==> config.mk <==
export PLATFORM = sky130hd
export DESIGN_NAME = seg_display_ctrl
export DESIGN_NICKNAME = d
export VERILOG_FILES = /design/src/rtl/seg_display_ctrl.sv
export SDC_FILE = /design/constraint.sdc
export NUM_CORES = 1
export LEC_CHECK = 0
export ABC_CLOCK_PERIOD_IN_PS = 7900
export CORE_UTILIZATION = 35
export DETAILED_ROUTE_END_ITERATION = 6
export PLACE_DENSITY_LB_ADDON = 0.25
export SLEW_MARGIN = 20
export SYNTH_ARGS = -nofsm -noshare
export SYNTH_HDL_FRONTEND = slang
export SYNTH_HIERARCHICAL = 1
export SYNTH_SLANG_ARGS = --single-unit
==> constraint.sdc <==
create_clock -name iClk -period 7.9 [get_ports iClk]
set_clock_uncertainty 0.05 [all_clocks]
set_input_delay 0.79 -clock iClk [delete_from_list [all_inputs] [get_ports iClk]]
set_output_delay 0.79 -clock iClk [all_outputs]
set_load 0.02 [all_outputs]
==> src/rtl/seg_display_ctrl.sv <==
// seg_display_ctrl: registered driver for DIGITS common-anode 8-segment LEDs.
//   Captures a value on iLoad. It shows the value either as raw hex nibbles or
//   as decimal, using a serial double-dabble conversion of one bit per cycle.
//   It supports leading-zero blanking, per-digit decimal points, per-digit
//   blink and a global PWM brightness control.
// Ports:
//   iClk, iRst        clock (rising edge), asynchronous active-high reset
//   iLoad             1-cycle strobe capturing iNum/iDec/iDp/iBlank0/iBlink
//   iNum[4*DIGITS]    hex nibbles or unsigned binary (iDec=1)
//   iDec              convert binary to decimal
//   iDp[DIGITS]       decimal point per digit
//   iBlank0           leading-zero blanking enable
//   iBlink[DIGITS]    blink enable per digit
//   iBright[PWM_BITS] brightness, sampled continuously
//   oHex[8*DIGITS]    active-low segments, digit k in [8k+7:8k], bit7 = dp
//   oBusy             decimal conversion in progress
//   oOvf              last committed decimal value did not fit

// Per-digit glyph decoder (combinational).
module seg_digit (
    input  logic [3:0] nib,
    input  logic       dp,
    input  logic       blank,
    input  logic       ovf,
    input  logic       off,
    output logic [7:0] seg
);
    logic [6:0] glyph;

    always_comb begin
        glyph = 7'h7F;
        case (nib)
            4'h0: glyph = 7'h40;
            4'h1: glyph = 7'h79;
            4'h2: glyph = 7'h24;
            4'h3: glyph = 7'h30;
            4'h4: glyph = 7'h19;
            4'h5: glyph = 7'h12;
            4'h6: glyph = 7'h02;
            4'h7: glyph = 7'h78;
            4'h8: glyph = 7'h00;
            4'h9: glyph = 7'h10;
            4'hA: glyph = 7'h08;
            4'hB: glyph = 7'h03;
            4'hC: glyph = 7'h27;
            4'hD: glyph = 7'h21;
            4'hE: glyph = 7'h06;
            4'hF: glyph = 7'h0E;
            default: glyph = 7'h7F;
        endcase
        // Blink-off wins over everything. Overflow ignores blanking.
        if (off || (blank && !ovf))
            seg = 8'hFF;
        else if (ovf)
            seg = {~dp, 7'h3F};
        else
            seg = {~dp, glyph};
    end
endmodule

module seg_display_ctrl #(
    parameter int DIGITS    = 8,
    parameter int BLINK_DIV = 12500000,
    parameter int PWM_BITS  = 4
) (
    input  logic                  iClk,
    input  logic                  iRst,
    input  logic                  iLoad,
    input  logic [4*DIGITS-1:0]   iNum,
    input  logic                  iDec,
    input  logic [DIGITS-1:0]     iDp,
    input  logic                  iBlank0,
    input  logic [DIGITS-1:0]     iBlink,
    input  logic [PWM_BITS-1:0]   iBright,
    output logic [8*DIGITS-1:0]   oHex,
    output logic                  oBusy,
    output logic                  oOvf
);
    localparam int NW = 4 * DIGITS;
    localparam int IW = $clog2(NW);
    localparam int BW = (BLINK_DIV > 1) ? $clog2(BLINK_DIV) : 1;

    typedef enum logic {IDLE = 1'b0, CONV = 1'b1} state_t;
    state_t state, state_nxt;

    // Conversion working set
    logic [IW-1:0]            iter;
    logic [NW-1:0]            bin, bcd, bcd_adj, bcd_nxt;
    logic                     conv_ovf, shout, last_iter;
    logic [DIGITS-1:0]        dp_p, blink_p;
    logic                     blank_p;

    // Committed display state
    logic [DIGITS-1:0][3:0]   disp;
    logic [DIGITS-1:0]        dp_r, blink_r;
    logic                     blank_r, ovf_r;

    logic [PWM_BITS-1:0]      pwm_cnt;
    logic [BW-1:0]            blink_cnt;
    logic                     blink_ph;

    logic [DIGITS-1:0]        digit_blank;
    logic                     run;
    logic [DIGITS-1:0][7:0]   seg_w;

    assign oBusy = (state == CONV);
    assign oOvf  = ovf_r;

    always_comb begin
        state_nxt = state;
        last_iter = (iter == IW'(NW - 1));
        case (state)
            IDLE:    if (iLoad && iDec) state_nxt = CONV;
            CONV:    if (last_iter) state_nxt = IDLE;
            default: state_nxt = IDLE;
        endcase
    end

    // One double-dabble step: add 3 to every BCD digit >= 5, then shift in the next
    // binary bit. A 1 leaving the top digit means the value needs more than DIGITS digits.
    always_comb begin
        bcd_adj = bcd;
        for (int k = 0; k < DIGITS; k++)
            if (bcd[4*k +: 4] >= 4'd5)
                bcd_adj[4*k +: 4] = bcd[4*k +: 4] + 4'd3;
        bcd_nxt = {bcd_adj[NW-2:0], bin[NW-1]};
        shout   = bcd_adj[NW-1];
    end

    always_ff @(posedge iClk or posedge iRst) begin
        if (iRst) begin
            state    <= IDLE;
            iter     <= '0;
            bin      <= '0;
            bcd      <= '0;
            conv_ovf <= 1'b0;
            dp_p     <= '0;
            blink_p  <= '0;
            blank_p  <= 1'b0;
            disp     <= '0;
            dp_r     <= '0;
            blink_r  <= '0;
            blank_r  <= 1'b0;
            ovf_r    <= 1'b0;
        end else begin
            state <= state_nxt;
            case (state)
                IDLE: if (iLoad) begin
                    if (iDec) begin
                        bin      <= iNum;
                        bcd      <= '0;
                        iter     <= '0;
                        conv_ovf <= 1'b0;
                        dp_p     <= iDp;
                        blank_p  <= iBlank0;
                        blink_p  <= iBlink;
                    end else begin
                        disp     <= iNum;
                        ovf_r    <= 1'b0;
                        dp_r     <= iDp;
                        blank_r  <= iBlank0;
                        blink_r  <= iBlink;
                    end
                end
                CONV: begin
                    bin      <= bin << 1;
                    bcd      <= bcd_nxt;
                    iter     <= iter + 1'b1;
                    conv_ovf <= conv_ovf | shout;
                    if (last_iter) begin
                        disp    <= bcd_nxt;
                        ovf_r   <= conv_ovf | shout;
                        dp_r    <= dp_p;
                        blank_r <= blank_p;
                        blink_r <= blink_p;
                    end
                end
                default: ;
            endcase
        end
    end

    // Leading-zero blanking runs from the top digit down. It stops at the first
    // nonzero digit or at the first digit with its dp lit. Digit 0 always shows.
    always_comb begin
        digit_blank = '0;
        run = blank_r & ~ovf_r;
        for (int k = DIGITS - 1; k >= 1; k--) begin
            run = run && (disp[k] == 4'd0) && !dp_r[k];
            digit_blank[k] = run;
        end
    end

    for (genvar g = 0; g < DIGITS; g++) begin : g_dig
        seg_digit u_dig (
            .nib   (disp[g]),
            .dp    (dp_r[g]),
            .blank (digit_blank[g]),
            .ovf   (ovf_r),
            .off   (blink_r[g] & blink_ph),
            .seg   (seg_w[g])
        );
    end

    always_ff @(posedge iClk or posedge iRst) begin
        if (iRst) begin
            pwm_cnt   <= '0;
            blink_cnt <= '0;
            blink_ph  <= 1'b0;
            oHex      <= '1;
        end else begin
            pwm_cnt <= pwm_cnt + 1'b1;
            if (blink_cnt == BW'(BLINK_DIV - 1)) begin
                blink_cnt <= '0;
                blink_ph  <= ~blink_ph;
            end else begin
                blink_cnt <= blink_cnt + 1'b1;
            end
            oHex <= (pwm_cnt <= iBright) ? seg_w : '1;
        end
    end
endmodule

==> results.md <==
STA:
- Setup repair after global routing left no endpoint under its margin.
- For the final routed database, the setup TNS stands at 0 ps.
- The final setup violation count is 0.
- Setup slack closes at 4610 ps.
- The clock period minus final worst setup slack is 3290 ps.
- For the pin with the worst max-slew slack, the measured transition is 997 ps.
- Based on the critical path, the design can be clocked at up to 304 MHz.
- The max-slew violation count is 0.
- The share of the clock period used by the worst path is 41.6%.
- The final number of hold-violating endpoints is 0.
- The worst slew margin relative to its limit is 33.5%.

Routing:
- For this block, the via count after detailed routing is 9,393.
- The number of optimization iterations in the first detailed-route pass is 7.
- After detailed routing, the number of remaining DRC violations is 5.
- The number of vias per cell after detailed routing is 4.96.
- After detailed routing, the total wire length is 29.6 mm.
- The count of nets left with antenna violations once routing finished came out at 0.
- Dividing the detail-routed wire length by the instance count gives 15.6 µm.
- The first-iteration detailed-routing DRC count is 436.

Critical path:
- The worst endpoint required time is 8310 ps.
- Setup slack on the worst reg-to-reg path comes out at 4610 ps.
- The longest individual stage delay on the worst path is 590 ps.
- The kind of start point of the critical path is a flop.
- Among all stages on the critical path, the largest delay is contributed by sky130_fd_sc_hd__or4_4.
- The signal on the critical path passes through or4_4, nor4_4, nand4_2, or3_4, nor4_2, nor3_4, o211ai_1, nand2b_1.
- Counting cells, the worst reg-to-reg path comes to 8.
- The worst setup path is of the reg2reg kind.
- The type of element capturing the critical path is a flop.
- The arrival time at the worst endpoint is 3700 ps.
- The largest fanout of any net on the critical path is 19.

Logic synthesis:
- The most used flip-flop cell after synthesis is sky130_fd_sc_hd__dfrtp_1.
- The netlist area before placement is 12,800 µm².
- The share of synthesized registers carrying an async set or reset is 100%.
- The fraction of the yosys area taken by sequential cells is 45.9%.
- After technology mapping, the gate count stands at 1,317.
- The post-synthesis sequential element count is 231.
- The Yosys step of the flow raised 6 warnings.
- The number of flops mapped to enable cells by yosys is 0.
- The post-synthesis cell type count is 64.
- A synthesized cell averages 9.70 µm².

Die:
- In this run the count of I/O pins placed on the die edge is 123.
- Row generation in the floorplan step produced 69 rows.
- The starting utilization of the core area is 35.7%.
- The vertical die dimension is 193 µm.
- The area enclosed by the die boundary is 37,300 µm².
- The placeable core area is 35,700 µm².
- The floorplan step set the die width to 193 µm.

Clock tree:
- TritonCTS created 27 clock buffers.
- The number of resized instances in the post-cts repair step is 0.
- The post-CTS clock slew at the launch and capture registers of the worst setup and hold paths is 60 ps.
- Buffers added to address setup during post-CTS repair amount to 0.
- The CTS tree is built.
- In this run, post-CTS hold repair placed 0 buffers.
- The total number of H-tree levels is 1.
- CTS saw 231 sinks.
- No sink is reached through more buffers than the 3 on the longest clock path.
- For the worst-skew pair, the clock arrives at the later sink with an insertion delay of 530 ps.
- CTS placed an instance of sky130_fd_sc_hd__clkbuf_16 at the clock tree root.

Placement:
- The estimated wirelength of the detail-placed design is 20.2 mm.
- The congestion estimate from routability-driven global placement came to 0.797.
- OpenSTA, run right after detailed placement, puts the worst setup slack at 4650 ps.
- After detailed placement, the design holds a cell count of 1,846.
- After detailed placement, the total cell area comes to 14,400 µm².
- The count of buffers added on input and output ports is 122.

Layout:
- Leaving out fill and tap cells, the most frequent cells in the layout are sky130_fd_sc_hd__nand2_1, sky130_fd_sc_hd__dfrtp_1, sky130_fd_sc_hd__clkdlybuf4s50_1.
- The repair_antennas step left the layout with diodes totalling 0.
- Summing all non-filler instances in the final layout gives an area of 15,200 µm².
- The most frequent standard cell in the layout excluding fill and tap cells is sky130_fd_sc_hd__nand2_1.
- The area growth from synthesis to final layout is 19.2%.
- After the last flow step, the layout net total stands at 1,543.
- Once layout is complete, the cells apart from fillers number 1,895.
- Of the cells placed in the final design, the portion with a size suffix greater than 1 is 13.1%.

Pwr:
- For this design the static power due to leakage is 7.03 nW.
- Summing internal, switching and leakage power gives 6.15 mW.
- The worst ir drop on vdd is 0.191 mV.
- Dividing total power by cell area gives a power density of 404 nW/µm².

Outcome:
- The flow ran to the end, but the final reports show violations.
- The final reports fail on design-rule violations.

Global route:
- The initial antenna violation count is 0.
- The aggregate global routing overflow is 0.
- Global routing consumed, over all layers together, 16.2% of the routing resources.
- Entering global routing, the biggest net connects 93 pins.
- The number of global-route vias before repair came to 9,161.
- The wire length of the first global-routing pass is 48.6 mm.

Hold path:
- The hold path depth is 1.
- In this run the worst hold path is classified as reg2reg.

Flow run:
- Across the run, the number of max-cap violations was 0.
worst max-delay path, delay by kind of cell, from the launching register on:
family / cells / cell delay (ps)
compound gates: 1 / 110
flops: 1 / 560
simple gates: 7 / 2480
final cells by class:
class | count | area [µm²]
Sequential cell | 231 | 5860
Multi-Input combinational cell | 964 | 6410
Clock inverter | 13 | 121
Timing Repair Buffer | 131 | 1290
Fill cell | 3483 | 20500
Tap cell | 461 | 577
Inverter | 59 | 229
Clock buffer | 36 | 749
flip-flops by register name, indices dropped and copies added, names as in the netlist, 24 cells and up:
register and cells:
bcd 32, bin 32, blink_cnt 24, disp 32, oHex 64
per-layer routing:
metal	track usage [%]	up-vias	wire length (µm)
met1	23.8	4567	14900
li1	-	4675	-
met4	3.13	0	405
met5	0	-	0
met2	25.6	119	13300
met3	1.92	32	966
synthesized netlist by cell type, drive strengths merged (12+ instances only):
master	count	area, µm²
nand2	185	694
dfrtp	167	4180
o21ai	129	646
nand2b	84	526
a21oi	76	380
ha	72	901
nor2	65	244
dfstp	64	1680
inv	58	218
mux2i	54	541
clkbuf	43	161
nand3	40	200
mux2	29	342
o211ai	25	228
nor3	23	194
buf	22	178
nor2b	20	125
xnor2	20	175
xor2	20	175
and2	14	87.6
a21o	12	90.1
path summary, 6_finish.rpt:
check,start,to
worst max-delay path,disp[30]$_DFFE_PP0P_,oHex[11]$_DFF_PP1_
worst min-delay path,pwm_cnt[0]$_DFF_PP0_,pwm_cnt[0]$_DFF_PP0_
worst max register to register,disp[30]$_DFFE_PP0P_,oHex[11]$_DFF_PP1_
worst min register to register,pwm_cnt[0]$_DFF_PP0_,pwm_cnt[0]$_DFF_PP0_
max in group asynchronous,iRst,oBusy$_DFF_PP0_
min in group asynchronous,iRst,blink_cnt[15]$_DFF_PP0_
cell families after synthesis:
kind of cell / synth area share [%]
other: 0.0293
DFF: 45.9
and+or+nand+nor: 19.4
buffers and inverters: 4.39
AOI/OAI and AO/OA: 13.4
adders and majority gates: 7.05
muxes: 7.11
xor gates and xnor gates: 2.74
per-stage QoR:
| step | hold WS [ps] | util (%) |
|---|---|---|
| 6_report | 418 | 42.6 |
| 5_1_grt | 449 | 42.6 |
| 4_1_cts | 426 | 42.6 |
| 3_5_place_dp | 415 | 40.2 |
| 3_3_place_gp | 404 | 40.2 |
| 2_1_floorplan | 390 | - |
power breakdown:
group	internal [mW]	switching, mW
Clock	0.729	0.493
Sequential	1.78	0.527
Combinational	1.27	1.36
Power figures use the tool's default switching activity.
